[src/rtl/led_bank_scheduler.sv]
// Round-robin time-sharing of an LED bank between NREQ requesters.
// Each grant holds the latched pattern for max(hold,1) prescaled ticks; outputs are registered.
module led_bank_scheduler #(
  parameter int unsigned NREQ     = 3,
  parameter int unsigned NLED     = 5,
  parameter int unsigned PRESCALE = 12000
) (
  input  logic                 clki,
  input  logic                 resetn,
  input  logic [NREQ-1:0]      req,
  input  logic [NREQ*NLED-1:0] pattern,
  input  logic [NREQ*8-1:0]    hold,
  output logic [NREQ-1:0]      gnt,
  output logic [NREQ-1:0]      done,
  output logic [NLED-1:0]      led,
  output logic                 busy
);

  localparam int unsigned PtrW  = $clog2(NREQ);
  localparam int unsigned PresW = $clog2(PRESCALE);

  typedef enum logic [0:0] {StIdle, StShow} state_e;

  state_e            state_q, state_d;
  logic [PtrW-1:0]   rr_ptr_q, rr_ptr_d;
  logic [PtrW-1:0]   cur_q, cur_d;
  logic [PresW-1:0]  presc_q, presc_d;
  logic [7:0]        remain_q, remain_d;
  logic [NLED-1:0]   pat_q, pat_d;
  logic [NREQ-1:0]   fin_q, fin_d;
  logic [NREQ-1:0]   gnt_q, gnt_d;
  logic [NREQ-1:0]   done_q, done_d;
  logic [NLED-1:0]   led_q, led_d;
  logic              busy_q, busy_d;

  logic [PtrW-1:0]   sel;
  logic              found;
  logic [7:0]        hold_sel;
  logic [PtrW-1:0]   next_ptr;
  logic              tick;

  // First requesting index scanning upward from rr_ptr, wrapping modulo NREQ.
  always_comb begin
    int unsigned idx;
    idx   = 0;
    sel   = '0;
    found = 1'b0;
    for (int unsigned k = 0; k < NREQ; k++) begin
      idx = int'(rr_ptr_q) + k;
      if (idx >= NREQ) idx = idx - NREQ;
      if (!found && req[idx]) begin
        found = 1'b1;
        sel   = PtrW'(idx);
      end
    end
  end

  assign hold_sel = hold[sel*8 +: 8];
  assign next_ptr = (cur_q == PtrW'(NREQ - 1)) ? '0 : cur_q + 1'b1;
  assign tick     = (presc_q == PresW'(PRESCALE - 1));

  always_comb begin
    state_d  = state_q;
    rr_ptr_d = rr_ptr_q;
    cur_d    = cur_q;
    presc_d  = presc_q;
    remain_d = remain_q;
    pat_d    = pat_q;
    fin_d    = '0;
    case (state_q)
      StIdle: begin
        if (found) begin
          cur_d    = sel;
          pat_d    = pattern[sel*NLED +: NLED];
          remain_d = (hold_sel == 8'd0) ? 8'd1 : hold_sel;
          presc_d  = '0;
          state_d  = StShow;
        end
      end
      StShow: begin
        presc_d = tick ? '0 : presc_q + 1'b1;
        if (tick) remain_d = remain_q - 8'd1;
        // Completion takes priority over an abort in the same cycle.
        if (tick && remain_q == 8'd1) begin
          state_d       = StIdle;
          fin_d[cur_q]  = 1'b1;
          rr_ptr_d      = next_ptr;
        end else if (!req[cur_q]) begin
          state_d  = StIdle;
          rr_ptr_d = next_ptr;
        end
      end
      default: state_d = StIdle;
    endcase
  end

  // Output stage lags the state register by one cycle.
  always_comb begin
    gnt_d  = '0;
    led_d  = '0;
    busy_d = 1'b0;
    done_d = fin_q;
    if (state_q == StShow) begin
      gnt_d[cur_q] = 1'b1;
      led_d        = pat_q;
      busy_d       = 1'b1;
    end
  end

  always_ff @(posedge clki or negedge resetn) begin
    if (!resetn) begin
      state_q  <= StIdle;
      rr_ptr_q <= '0;
      cur_q    <= '0;
      presc_q  <= '0;
      remain_q <= '0;
      pat_q    <= '0;
      fin_q    <= '0;
      gnt_q    <= '0;
      done_q   <= '0;
      led_q    <= '0;
      busy_q   <= 1'b0;
    end else begin
      state_q  <= state_d;
      rr_ptr_q <= rr_ptr_d;
      cur_q    <= cur_d;
      presc_q  <= presc_d;
      remain_q <= remain_d;
      pat_q    <= pat_d;
      fin_q    <= fin_d;
      gnt_q    <= gnt_d;
      done_q   <= done_d;
      led_q    <= led_d;
      busy_q   <= busy_d;
    end
  end

  assign gnt  = gnt_q;
  assign done = done_q;
  assign led  = led_q;
  assign busy = busy_q;

endmodule

[config.mk]
export PLATFORM = sky130hd
export DESIGN_NAME = led_bank_scheduler
export DESIGN_NICKNAME = d
export VERILOG_FILES = /design/src/rtl/led_bank_scheduler.sv
export SDC_FILE = /design/constraint.sdc
export NUM_CORES = 1
export LEC_CHECK = 0
export CORE_MARGIN = 2
export CORE_UTILIZATION = 24
export CTS_CLUSTER_SIZE = 10
export DETAILED_ROUTE_END_ITERATION = 6
export DONT_BUFFER_PORTS = 1
export PLACE_DENSITY = 0.35
export SETUP_SLACK_MARGIN = 0.05
export SYNTH_ARGS = -nofsm -noshare
export SYNTH_HDL_FRONTEND = slang
export SYNTH_SLANG_ARGS = --single-unit
[constraint.sdc]
create_clock -name clki -period 3.69 [get_ports clki]
set_input_delay 0.1845 -clock clki [delete_from_list [all_inputs] [get_ports clki]]
set_output_delay 0.1845 -clock clki [all_outputs]
set_load 0.005 [all_outputs]
==> results of run 1 <==
==> flip-flops by register name, indices dropped and copies added (netlist names) <==
signal,count
busy,1
cur_q,2
done,3
done_d,3
gnt,3
led,5
pat_q,5
presc_q,14
remain_q,8
rr_ptr_q,2
state_q,1
==> critical path: cells and delay by family (launching register included) <==
family                   cells  cell delay [ps]
multiplexers                 1              350
flip-flops                   1              400
buffers and inverters        1               80
adder cells (fa/ha/maj)      1              410
AO/OA/AOI/OAI                4             1150
AND/OR/NAND/NOR              2              300
==> path summary, 6_finish.rpt <==
check | startpoint | end | slack [ps]
min reg2reg | done_d[1]$_DFF_PN0_ | done[1]$_DFF_PN0_ | 350
min | pattern[14] | pat_q[4]$_DFFE_PN0P_ | 140
max reg2reg | rr_ptr_q[0]$_DFFE_PN0P_ | remain_q[4]$_DFFE_PN0P_ | 880
max in group asynchronous | resetn | presc_q[8]$_DFFE_PN0P_ | 3060
min in group asynchronous | resetn | rr_ptr_q[1]$_DFFE_PN0P_ | 410
max | rr_ptr_q[0]$_DFFE_PN0P_ | remain_q[4]$_DFFE_PN0P_ | 880
==> metrics by stage <==
| step | area (sq um) | total power [mW] | cells |
|---|---|---|---|
| finish | 3080 | 2.50 | 415 |
| floorplan | 2780 | 1.85 | 273 |
| global placement | 2900 | 2.08 | 405 |
| global route | 3080 | 2.74 | 415 |
| detailed placement | 2900 | 2.07 | 405 |
| CTS | 3080 | 2.55 | 415 |
==> layer usage <==
layer	share of wire	vias to the layer above	GRT usage
met5	0	-	0
met4	0.015	0	0.0346
met3	0.052	7	0.0223
met2	0.45	61	0.164
met1	0.48	987	0.142
li1	-	985	-
==> layout make-up <==
type | instances | area share
clock inverters | 3 | 0.00650
flip-flops and latches | 47 | 0.382
well taps | 143 | 0.0581
inverters | 8 | 0.00975
multi-input cells | 204 | 0.484
clock buffers | 5 | 0.0406
repair buffers | 5 | 0.0195
==> report_power, final <==
part	switching (mW)	total (mW)	internal (mW)
clock network	0.202	0.452	0.250
logic	0.684	1.25	0.568
registers	0.126	0.800	0.673
==> cells by family after synthesis <==
family          after synthesis  share of synthesized area
mux                          34                      0.134
fa+ha+maj                     7                     0.0315
buf+inv                      22                     0.0418
compound gates               68                      0.157
flops                        47                      0.423
simple gates                 91                      0.200
xor+xnor                      4                     0.0126
==> cell usage after synthesis (all sizes together) (5+ instances only) <==
| master | n |
|---|---|
| a21oi | 6 |
| a22o | 6 |
| and2 | 7 |
| buf | 10 |
| dfrtp | 47 |
| ha | 7 |
| inv | 8 |
| mux2 | 15 |
| mux2i | 19 |
| nand2 | 28 |
| nand2b | 5 |
| nand3 | 7 |
| nand4 | 6 |
| nor2 | 10 |
| nor3 | 5 |
| o21ai | 34 |
==> timing repair <==
action / CTS / global route
setup buffers: 0 / 0
hold buffers: 2 / 0
hold endpoints to repair: 47 / 0
==> implementation parameters, run 1 <==
Parameter                              Value

Final layout
  NumNets Final ... ~320
  Commonest non-fill, non-tap cell in the layout ... dfrtp_1
  Multi-input logic area ... between 0.001 and 0.0015 sq mm
  Leading cell types in the layout, fill and taps excluded ... 47 x dfrtp_1, 32 x o21ai_0, 27 x nand2_1
  FF/Latch Area ... approximately 0.0012 sq mm
  Area added between synthesis and finish ... 10.7%
  Ratio of cells with drive above 1 in the final layout ... 0.158
  Antenna diode count ... 0
  Final core occ ... 0.271
  Fill cell instance count of the final layout ... around 1,200

Routing
  Vias ... 2,040
  Number of detailed-routing iterations run before antenna repair ... 5
  Detailed-route vias per instance ... ~5
  Wire length per cell after detailed routing ... roughly 15 um
  Antenna Violating Nets Remaining ... 0
  Total length of routed wires ... between 6000 and 7000 um
  Post-route DRC violation count ... 0
  Number of DRC markers after the initial detailed-route iteration ... 77

Placement
  RePlAce Congestion ... 0.701
  Setup slack at placement ... ~870 ps
  Number of port buffers ... 0
  Detailed placement HPWL ... about 4500 um

Yosys
  Number of standard cells after synthesis ... approximately 270
  Top-area cell type share of the netlist area ... 0.423
  Unique cell type count in the Yosys netlist ... 58
  Primary FF master, synth ... dfrtp_1
  Yosys warning count ... 0
  Post-synthesis area per instance ... slightly above 10 sq um
  Combined area of all synthesized cells ... approximately 0.0028 sq mm
  Sequential cell area fraction in the yosys report ... 0.423
  Synthesized Nets ... approximately 320
  Count of flip-flops with a built-in enable after synthesis ... 0
  Synth Register Bits ... between 40 and 50
  Async SR Flop Fraction ... 1.00
  Leading area contributor after synthesis ... dfrtp_1
  Top cells by area in the synthesized netlist ... dfrtp_1 42%, mux2i_1 6.8%, o21ai_0 5.8%

Job
  Number of maximum-capacitance violations ... 0

Worst setup path
  Data required time at the worst endpoint ... just under 4000 ps
  Worst-path maximum fanout ... 19
  Slowest stage cell on the critical path ... o2bb2a_1
  WS Path Type ... flip-flop to flip-flop
  Critical Path, Cell by Cell ... inv_1 -> ha_1 -> nor2b_1 -> o221ai_1 -> nor3_1 -> o2bb2a_1 -> mux2i_1 -> o32ai_1 -> a22o_1
  Sort of element at the start of the critical path ... flip-flop
  Max stage delay on crit path ... 690 ps
  Worst Setup End Kind ... flip-flop
  CP arrival ... about 3000 ps
  Worst R2R Path Depth ... 9

Timing
  RSZ-0062 raised after global routing ... no
  Setup slack of the critical path after layout ... a little under 900 ps
  Headroom to the max-slew limit ... 0.469
  Post-Route Hold Slack ... 139 ps
  Post-layout minimum cycle time ... roughly 2800 ps
  Sum of negative setup slack ... 0 ps
  Worst clock skew ... around 5.8 ps
  Worst slew pin tran ... approximately 800 ps
  Total count of max-transition violations in the final report ... 0
  Final setup violation count ... 0
  Final hold violations ... 0
  Peak Freq ... 0.356 GHz
  Post-route clock period utilization ... 0.761

Clocking
  Number of buffers inserted during clock tree synthesis ... 5
  CTS Buffer Depth ... 2
  Sink count of the clock tree ... 47
  Root buffer cell ... clkbuf_16
  Clock-pin slew of the registers on the worst-case setup and hold paths ... 70 ps
  Clock insertion delay at the later pin of the skew report ... 290 ps
  TritonCTS clock tree ... built
  CTS HTree Levels ... 2
  # resized after CTS ... 0

Min path
  Class of the most critical hold timing path ... input port to flip-flop
  Worst Hold Depth ... 3

Floorplan
  Height of the chip ... 112 um
  Initial standard-cell utilization of the core ... 0.245
  Placeable core area ... 0.0114 sq mm
  Num rows ... 39
  Top-level port count ... between 50 and 60
  Width of the chip ... between 100 and 150 um
  Die Outline Area ... roughly 0.012 sq mm

Pwr
  Maximum ir drop on the vdd rail ... 0.238 mV
  Leak Pwr ... 1.26 nW
  Power per cell area ... 813 mW/mm^2

GRT
  Maximum number of pins on one net before global-route repair ... 48
  Overall global routing resource usage ... 0.104
  Total congestion overflow ... 0
  Number of antenna violations at the first check in global routing ... 0
  Number of global-route vias before repair ... between 2,000 and 2,500
  First-pass GRT wire length ... 10,700 um

Run status
  Outcome ... finished clean
Power figures use the tool's default switching activity.
==> run 2: changes to the inputs <==
Settings changed: PLACE_DENSITY 0.35 to 0.36.
Clock period 3.69 ns to 2.4 ns, I/O delays scaled along.
==> implementation parameters, run 2 (synthesis gave the netlist of run 1 again) <==
Parameter                              Value

Run status
  Outcome ... finished clean (unchanged)

Worst setup path
  Capture instance of the worst register-to-register path ... remain_q[0]$_DFFE_PN0P_ (was remain_q[4]$_DFFE_PN0P_)
  R2R Path Start ... rr_ptr_q[1]$_DFFE_PN0P_ (was rr_ptr_q[0]$_DFFE_PN0P_)
  Sort of element at the start of the critical path ... flip-flop (unchanged)
  Worst R2R Path Depth ... 11 (was 9)
  Worst-path maximum fanout ... 6 (was 19)
  CP arrival ... 2500 ps (was 2990 ps)
  Data required time at the worst endpoint ... 2610 ps (was 3870 ps)
  Worst Setup End Kind ... flip-flop (unchanged)
  FF-to-FF setup slack ... 110 ps (was 880 ps)
  Max stage delay on crit path ... 410 ps (was 690 ps)
  WS Path Type ... flip-flop to flip-flop (unchanged)
  Slowest stage cell on the critical path ... dfrtp_2 (was o2bb2a_1)
  Critical Path, Cell by Cell ... inv_2 -> buf_4 -> ha_4 -> nand3b_1 -> a2bb2oi_2 -> o21ai_4 -> buf_12 -> mux2_2 -> mux2i_4 -> nand4_1 -> o2bb2ai_2 (was inv_1 -> ha_1 -> nor2b_1 -> o221ai_1 -> nor3_1 -> o2bb2a_1 -> mux2i_1 -> o32ai_1 -> a22o_1)

Timing
  RSZ-0062 raised after global routing ... yes (was no)
  Total count of max-transition violations in the final report ... 0 (unchanged)
  Post-layout minimum cycle time ... 2290 ps (was 2810 ps)
  Final setup violation count ... 0 (unchanged)
  Peak Freq ... 0.436 GHz (was 0.356 GHz)
  Headroom to the max-slew limit ... 0.733 (was 0.469)
  Sum of negative setup slack ... 0 ps (unchanged)
  Final hold violations ... 0 (unchanged)
  Worst clock skew ... 11.9 ps (was 5.85 ps)
  Post-route clock period utilization ... 0.955 (was 0.761)
  Worst slew pin tran ... 400 ps (was 797 ps)

Placement
  Post-Place Cells ... 424 (was 405)
  RePlAce Congestion ... 0.751 (was 0.701)
  Placed Area ... 0.00307 sq mm (was 0.00290 sq mm)
  Number of port buffers ... 0 (unchanged)
  Detailed placement HPWL ... 4790 um (was 4470 um)

Pwr
  Power per cell area ... 1390 mW/mm^2 (was 813 mW/mm^2)
  Leak Pwr ... 1.47 nW (was 1.26 nW)
  Pwr Total ... 5.00 mW (was 2.50 mW)
  Maximum ir drop on the vdd rail ... 0.493 mV (was 0.238 mV)

GRT
  Total congestion overflow ... 0 (unchanged)
  First-pass GRT wire length ... 11,600 um (was 10,700 um)
  Number of global-route vias before repair ... 2,221 (was 2,060)
  Number of antenna violations at the first check in global routing ... 0 (unchanged)
  Maximum number of pins on one net before global-route repair ... 48 (unchanged)
  Overall global routing resource usage ... 0.115 (was 0.104)

Routing
  Wire length per cell after detailed routing ... 15.9 um (was 15.1 um)
  Number of detailed-routing iterations run before antenna repair ... 4 (was 5)
  Vias ... 2,131 (was 2,040)
  Total length of routed wires ... 6990 um (was 6280 um)
  Number of DRC markers after the initial detailed-route iteration ... 46 (was 77)
  Detailed-route vias per instance ... 4.83 (was 4.92)
  Post-route DRC violation count ... 0 (unchanged)
  Antenna Violating Nets Remaining ... 0 (unchanged)

Clocking
  CTS HTree Levels ... 2 (unchanged)
  TritonCTS clock tree ... built (unchanged)
  Root buffer cell ... clkbuf_16 (unchanged)
  Number of buffers inserted during clock tree synthesis ... 5 (unchanged)
  CTS Buffer Depth ... 2 (unchanged)
  Clock-pin slew of the registers on the worst-case setup and hold paths ... 60 ps (was 70 ps)
  Clock insertion delay at the later pin of the skew report ... 290 ps (about the same)
  Sink count of the clock tree ... 47 (unchanged)

Final layout
  Biggest regs ... presc_q x14, remain_q x8 (unchanged)
  NumNets Final ... 348 (was 322)
  Leading cell types in the layout, fill and taps excluded ... 46 x dfrtp_1, 32 x o21ai_0, 27 x nand2_1 (was 47 x dfrtp_1, 32 x o21ai_0, 27 x nand2_1)
  Area added between synthesis and finish ... 29.6% (was 10.7%)
  Ratio of cells with drive above 1 in the final layout ... 0.312 (was 0.158)
  Non-Filler Cell Area, Final ... 0.00361 sq mm (was 0.00308 sq mm)
  Top reg by flops ... presc_q (unchanged)
  Commonest non-fill, non-tap cell in the layout ... dfrtp_1 (unchanged)
  Largest register FFs ... 14 (unchanged)
  Non-filler instance count after layout ... 441 (was 415)
  Antenna diode count ... 0 (unchanged)
  Final core occ ... 0.317 (was 0.271)

Job
  Number of maximum-capacitance violations ... 0 (unchanged)

Floorplan
  Initial standard-cell utilization of the core ... 0.245 (unchanged)
  Placeable core area ... 0.0114 sq mm (unchanged)
  Height of the chip ... 112 um (unchanged)
  Num rows ... 39 (unchanged)
  Die Outline Area ... 0.0125 sq mm (unchanged)
  Top-level port count ... 56 (unchanged)
  Width of the chip ... 112 um (unchanged)

Min path
  Start point of the worst hold path ... hold[21] (was pattern[14])
  Class of the most critical hold timing path ... input port to flip-flop (unchanged)
  Hold Path End ... remain_q[0]$_DFFE_PN0P_ (was pat_q[4]$_DFFE_PN0P_)
  Worst Hold Depth ... 3 (unchanged)
run 2: critical path, delay by kind of cell (launching register included):
family | cells | cell delay (ps)
flip-flops | 1 | 410
AND/OR/NAND/NOR | 2 | 340
AO/OA/AOI/OAI | 3 | 440
buffers and inverters | 3 | 350
multiplexers | 2 | 520
adder cells (fa/ha/maj) | 1 | 160
run 2: what timing repair did:
action | 4_1_cts | 5_1_grt
hold buffers | 2 | 0
endpoints found under the hold margin | 47 | 0
gates cloned | 1 | 1
resized for setup | 16 | 26
setup buffers | 1 | 4
setup endpoints to repair | 12 | 21
pin swaps | 3 | 10
run 2: how the worst max path moves through the flow:
stage	start	end	cells after the start
finish	rr_ptr_q[1]$_DFFE_PN0P_	remain_q[0]$_DFFE_PN0P_	11
global route	rr_ptr_q[1]$_DFFE_PN0P_	remain_q[0]$_DFFE_PN0P_	11
CTS	rr_ptr_q[1]$_DFFE_PN0P_	remain_q[0]$_DFFE_PN0P_	11
detailed placement	rr_ptr_q[0]$_DFFE_PN0P_	remain_q[0]$_DFFE_PN0P_	10
global placement	rr_ptr_q[1]$_DFFE_PN0P_	remain_q[0]$_DFFE_PN0P_	10
floorplan	rr_ptr_q[0]$_DFFE_PN0P_	pat_q[2]$_DFFE_PN0P_	11
run 2: report_power, final:
group	total [mW]	internal, mW	switching, mW
logic	2.87	1.52	1.35
clock network	0.896	0.598	0.299
registers	1.23	1.04	0.196
run 2: layout make-up:
type                    instances  area [sq um]
multi-input cells             204          1710
well taps                     143           179
clock buffers                   6           129
clock inverters                 2          60.1
repair buffers                 31           322
fillers                      1161          7760
flip-flops and latches         47          1180
inverters                       8          30.0
run 2: through the flow:
step           hold slack [ps]  worst slack, ps
2_1_floorplan             -176              150
4_1_cts                   82.9             17.5
5_1_grt                   57.1            -6.85
3_3_place_gp              -174            -60.8
3_5_place_dp              -174            -36.8
6_report                  70.8              108
run 2: per-layer routing:
metal	share of wire	GRT usage	up-vias
li1	-	-	1038
met1	0.48	0.156	1040
met2	0.47	0.184	46
met3	0.036	0.0245	7
met4	0.011	0.0329	0
met5	0	0	-
